===== config.mk =====
export PLATFORM = sky130hd
export DESIGN_NAME = arbiter_wrr_ack
export DESIGN_NICKNAME = d
export VERILOG_FILES = /design/src/rtl/arbiter_wrr_ack.sv
export SDC_FILE = /design/constraint.sdc
export NUM_CORES = 1
export LEC_CHECK = 0
export CELL_PAD_IN_SITES_DETAIL_PLACEMENT = 0
export CELL_PAD_IN_SITES_GLOBAL_PLACEMENT = 2
export CORE_ASPECT_RATIO = 1.5
export CORE_MARGIN = 3
export CORE_UTILIZATION = 34
export CTS_BUF_LIST = sky130_fd_sc_hd__clkbuf_8
export CTS_CLUSTER_DIAMETER = 30
export DETAILED_ROUTE_END_ITERATION = 10
export DONT_BUFFER_PORTS = 1
export PLACE_DENSITY = 0.84
export SLEW_MARGIN = 10
export SYNTH_ARGS = -nofsm -noshare
export SYNTH_HDL_FRONTEND = slang
export SYNTH_SLANG_ARGS = --single-unit

===== constraint.sdc =====
create_clock -name i_clk -period 6.8 [get_ports i_clk]
set_input_delay 0.68 -clock i_clk [delete_from_list [all_inputs] [get_ports i_clk]]
set_output_delay 0.68 -clock i_clk [all_outputs]
set_load 0.01 [all_outputs]

===== src/rtl/arbiter_wrr_ack.sv =====
// Weighted round-robin arbiter; a grant is held until the resource acknowledges.
// Optional grant watchdog enabled by defining ARB_WRR_ACK_TIMEOUT_EN.
module arbiter_wrr_ack #(
    parameter int CLIENTS        = 4,
    parameter int MAX_WEIGHT     = 8,
    parameter int TIMEOUT_CYCLES = 256,
    localparam int W             = $clog2(MAX_WEIGHT + 1),
    localparam int IDW           = (CLIENTS > 1) ? $clog2(CLIENTS) : 1
) (
    input  logic                   i_clk,
    input  logic                   i_rst_n,
    input  logic                   i_block_arb,
    input  logic [CLIENTS-1:0]     i_req,
    input  logic [CLIENTS*W-1:0]   i_weight,
    input  logic                   i_gnt_ack,
    output logic [CLIENTS-1:0]     o_gnt,
    output logic [IDW-1:0]         o_gnt_id,
    output logic                   o_gnt_valid,
    output logic                   o_timeout
);

    typedef enum logic {ARB, GNT} state_t;

    state_t             state;
    logic [W-1:0]       credit     [CLIENTS];
    logic [W-1:0]       credit_nxt [CLIENTS];
    logic [IDW-1:0]     ptr;
    logic [IDW-1:0]     ptr_nxt;
    logic [IDW-1:0]     gid_inc;
    logic [IDW-1:0]     win;
    logic [IDW-1:0]     idx;
    logic [CLIENTS-1:0] elig;
    logic [CLIENTS-1:0] onehot;
    logic               found;
    logic               acked;
    logic               arb_en;
    logic               reload;
    logic               expire;

    assign acked   = (state == GNT) && i_gnt_ack;
    assign arb_en  = (state == ARB) || acked;
    assign gid_inc = (o_gnt_id == IDW'(CLIENTS - 1)) ? '0 : o_gnt_id + 1'b1;
    assign reload  = (|i_req) && !i_block_arb && !(|elig);

    // Post-ack view of credits and pointer, so the next winner is picked in the ack cycle.
    always_comb begin
        for (int i = 0; i < CLIENTS; i++) begin
            credit_nxt[i] = credit[i];
        end
        ptr_nxt = ptr;
        if (acked) begin
            if (credit[o_gnt_id] != '0) begin
                credit_nxt[o_gnt_id] = credit[o_gnt_id] - 1'b1;
            end
            ptr_nxt = (credit_nxt[o_gnt_id] == '0) ? gid_inc : o_gnt_id;
        end
        for (int i = 0; i < CLIENTS; i++) begin
            elig[i] = i_req[i] && (credit_nxt[i] != '0) && !i_block_arb;
        end
    end

    always_comb begin
        found  = 1'b0;
        win    = '0;
        idx    = ptr_nxt;
        onehot = '0;
        for (int k = 0; k < CLIENTS; k++) begin
            if (!found && elig[idx]) begin
                found = 1'b1;
                win   = idx;
            end
            idx = (idx == IDW'(CLIENTS - 1)) ? '0 : idx + 1'b1;
        end
        onehot[win] = 1'b1;
    end

`ifdef ARB_WRR_ACK_TIMEOUT_EN
    localparam int TW = $clog2(TIMEOUT_CYCLES + 1);

    logic [TW-1:0] tcnt;

    assign expire = (state == GNT) && !i_gnt_ack && (tcnt == TW'(TIMEOUT_CYCLES - 1));

    always_ff @(posedge i_clk or negedge i_rst_n) begin
        if (!i_rst_n) begin
            tcnt <= '0;
        end else if ((state == GNT) && !i_gnt_ack && !expire) begin
            tcnt <= tcnt + 1'b1;
        end else begin
            tcnt <= '0;
        end
    end
`else
    assign expire = 1'b0;
`endif

    always_ff @(posedge i_clk or negedge i_rst_n) begin
        if (!i_rst_n) begin
            state       <= ARB;
            ptr         <= '0;
            o_gnt       <= '0;
            o_gnt_id    <= '0;
            o_gnt_valid <= 1'b0;
            o_timeout   <= 1'b0;
            for (int i = 0; i < CLIENTS; i++) begin
                credit[i] <= '0;
            end
        end else begin
            o_timeout <= 1'b0;
            if (arb_en) begin
                ptr <= ptr_nxt;
                if (reload) begin
                    // A zero weight still earns one grant per round.
                    for (int i = 0; i < CLIENTS; i++) begin
                        credit[i] <= (i_weight[i*W +: W] == '0) ? W'(1) : i_weight[i*W +: W];
                    end
                    state       <= ARB;
                    o_gnt       <= '0;
                    o_gnt_id    <= '0;
                    o_gnt_valid <= 1'b0;
                end else begin
                    for (int i = 0; i < CLIENTS; i++) begin
                        credit[i] <= credit_nxt[i];
                    end
                    if (found) begin
                        state       <= GNT;
                        o_gnt       <= onehot;
                        o_gnt_id    <= win;
                        o_gnt_valid <= 1'b1;
                    end else begin
                        state       <= ARB;
                        o_gnt       <= '0;
                        o_gnt_id    <= '0;
                        o_gnt_valid <= 1'b0;
                    end
                end
            end else if (expire) begin
                credit[o_gnt_id] <= '0;
                ptr              <= gid_inc;
                state            <= ARB;
                o_gnt            <= '0;
                o_gnt_id         <= '0;
                o_gnt_valid      <= 1'b0;
                o_timeout        <= 1'b1;
            end
        end
    end

endmodule


==> key figures <==
Worst setup path
  • Critical-path maximum fanout: 20
  • Cell mode on critical path: o21ai_1
  • Required time of the critical path: 6.98 ns
  • Kind of critical path: reg2reg
  • Buf/Inv on CP: 1
  • Startpoint types: register
  • Max stage delay cell, worst path: dfrtp_1
  • Crit path max-delay family: compound AO/OA/AOI/OAI gates
  • CP cell instances: mux4_2 -> inv_1 -> ha_1 -> nand2_1 -> o22a_1 -> o21ai_1 -> o32a_1 -> o211ai_1 -> a2111oi_4 -> o21ai_1 -> a221oi_2 -> o31a_2 -> o21ai_2 -> o41ai_2
  • CP Capture Type: register
  • Reg2reg end: o_gnt[2]$_DFFE_PN0P_
  • Reg2reg start: o_gnt_id[0]$_DFFE_PN0P_
  • R2R setup slack: 1.55 ns
  • Slowest stage delay, CP: 0.90 ns
  • R2R depth: 14
  • WP data arrival: around 5.4 ns

Clocking
  • CTS sink cnt: 25
  • Post-CTS sizing: 0
  • H-tree depth: 1
  • CTS tree: done
  • Post-CTS Setup Bufs: 0
  • Max Root-Sink Buffers: 2
  • Clock slew at reported path FFs: 0.10 ns
  • Worst skew pair latency: 0.28 ns
  • CTS Hold Bufs: 0
  • TritonCTS buffer count: 3
  • Root Buffer: clkbuf_8

Global routing
  • Largest net degree at the start of global routing: 26
  • Vias in the first global route: approximately 2.3k
  • Initial antenna violation count: 0
  • Total Routing Usage GR: ~20%
  • Total grt overflow: 0
  • First-pass GRT wire length: 12.2 mm

STA
  • Final min period: 5.25 ns
  • RSZ-0062 raised after global routing: no
  • Fin. max-slew vios: 0
  • Slew Limit Headroom: 41.9%
  • Highest Clock Rate: 191 MHz
  • Final setup skew: 0.00930 ns
  • Setup TNS: 0 ns
  • Final worst path period share: between 70% and 80%
  • Tightest Pin Transition: between 0.8 and 0.9 ns
  • Final hold viol count: 0
  • # setup viols final: 0

Yosys
  • Cell variety after synth: 61
  • Top-count cell post-synth: nand2_1
  • Post-synthesis sequential area ratio: 26.1%
  • Post-synthesis cell count: 296
  • Syn_nets: 325
  • Top FF cell, synth: dfrtp_1
  • Post-synth top area share: 26.1%
  • Top post-synthesis cells by count: 29 x nand2_1, 25 x dfrtp_1, 24 x a21oi_1
  • FFs w/ async S/R, synth: 100%
  • YS warnings: 0
  • Synthesized area per cell: 8.10 um2
  • Top post-synthesis cells by area: dfrtp_1 26%, mux2i_1 7.9%, a21oi_1 5.0%
  • Synthesis-stage register bit count: 25
  • EDFF count, synth: 0
  • Cell taking the most area after synthesis: dfrtp_1
  • Mapped cell area: 2400 um2

Drt
  • WL final: between 7 and 8 mm
  • DRT iter0 DRCs: 160
  • Drc violations: 0
  • Via density: roughly 6.4
  • Antenna-violating nets left: 0
  • Vias: 2304
  • WL per Instance: approximately 21 um
  • TritonRoute pass-1 iters: 5

Pwr
  • Combinational power share: 61.2%
  • Part of the power in the clock network: 8.9%
  • Flop pwr share: 30.0%
  • Sw frac: 51.2%
  • Internal Pwr Total: 502 uW
  • Sw Pwr: 527 uW
  • Worst VDD drop: roughly 0.16 mV
  • LEAKAGE: 0.949 nW
  • Pwr per Cell Area: 416 nW/um2

Cells and area
  • Final core utilization: 37.1%
  • Fin cells: 358
  • Share of layout cells above drive strength 1: 11.3%
  • Area growth from synthesis to layout: 3.08%
  • Final #Nets: 312
  • Fillers: 704
  • Ant diodes: 0

Die
  • Total I/O pin count: 32
  • DIE AREA: 8120 um2
  • Die H: 109 um
  • Row count: 36
  • Core box area: about 6700 um2
  • Die Wd: 74.6 um
  • Starting Density: 36.0%

Placed design
  • Port Buffers: 0
  • Routability-driven placement congestion ratio: roughly 0.91
  • Hpwl dp: around 6 mm
  • Placed insts: 354

Outcome
  • Outcome: finished clean

Hold path
  • HP Class: in2async

Flow run
  • # Max-Cap Violations: 0
layer usage:
metal / GRT usage, % / share of wire (%)
met3: 1.85 / 5.1
met4: 9.54 / 4.5
met5: 0 / 0
met1: 25.7 / 39
met2: 32.0 / 51
cells by family after synthesis:
kind of cell	after synthesis	share of synthesized area, %
XOR/XNOR	5	1.83
AND/OR/NAND/NOR	87	18.0
other	1	0.156
multiplexers	29	14.0
AO/OA/AOI/OAI	111	31.5
adder cells (fa/ha/maj)	5	2.61
flip-flops	25	26.1
buffers and inverters	33	5.79
worst max-delay path by stage:
stage / startpoint / to / slack (ns) / cells past startpoint
CTS: o_gnt_id[0]$_DFFE_PN0P_ / o_gnt[2]$_DFFE_PN0P_ / 1.60 / 14
detailed placement: o_gnt_id[0]$_DFFE_PN0P_ / o_gnt[2]$_DFFE_PN0P_ / 1.61 / 14
finish: o_gnt_id[0]$_DFFE_PN0P_ / o_gnt[2]$_DFFE_PN0P_ / 1.55 / 14
global placement: o_gnt_id[0]$_DFFE_PN0P_ / o_gnt[2]$_DFFE_PN0P_ / 1.66 / 14
floorplan: o_gnt_id[0]$_DFFE_PN0P_ / o_gnt[2]$_DFFE_PN0P_ / 2.71 / 16
global route: o_gnt_id[0]$_DFFE_PN0P_ / credit[8]$_DFFE_PN0P_ / 1.26 / 15
flip-flops by register name (all words and copies together) (netlist names):
register and flops:
credit 16, o_gnt 4, o_gnt_id 2, ptr 2, state 1
power by group through the flow:
stage               Clock (mW)  Combinational (mW)  Sequential (mW)
floorplan                    0               0.499            0.264
global placement             0               0.627            0.311
detailed placement           0               0.621            0.308
CTS                     0.0919               0.624            0.305
global route            0.0981               0.697            0.316
finish                  0.0913               0.629            0.308
through the flow:
stage | instance area (um2) | total power [mW] | hold slack (ns) | worst slack, ns
floorplan | 2400 | 0.763 | 0.384 | 2.71
detailed placement | 2420 | 0.929 | 0.385 | 1.61
global route | 2470 | 1.11 | 0.0704 | 1.26
finish | 2470 | 1.03 | 0.0825 | 1.55
CTS | 2470 | 1.02 | 0.0819 | 1.60
global placement | 2420 | 0.938 | 0.385 | 1.66
layout make-up:
cell class	instances	area, um2	area share [%]
sequential	25	626	25.3
timing repair buffer	4	30.0	1.22
multi-input combinational	238	1630	66.1
inverter	11	41.3	1.67
clock buffer	3	41.3	1.67
tap	76	95.1	3.85
clock inverter	1	5.00	0.203
worst register-to-register path: cells and delay by family, from the launching register on:
family / cells / cell delay [ns]
AOI/OAI and AO/OA: 10 / 3.15
DFF: 1 / 0.90
muxes: 1 / 0.69
adders and majority gates: 1 / 0.24
and+or+nand+nor: 1 / 0.10
buffers and inverters: 1 / 0.09
layout by cell type (no fill, tap or decap), drive strengths merged, types with 3 or more instances in the layout:
master	netlist	final
xor2	5	5
inv	9	9
nor2	17	17
nand3	4	4
o22ai	19	19
mux4	3	3
a41oi	3	3
buf	6	4
a21oi	24	24
ha	5	5
nand2b	4	4
o211ai	3	3
mux2	7	7
dfrtp	25	25
nor3	10	10
o21ai	29	29
clkinv	2	3
a31oi	9	9
or3	7	7
mux2i	19	19
clkbuf	16	3
nor2b	3	3
nand2	29	29
(Power assumes the default switching activity.)
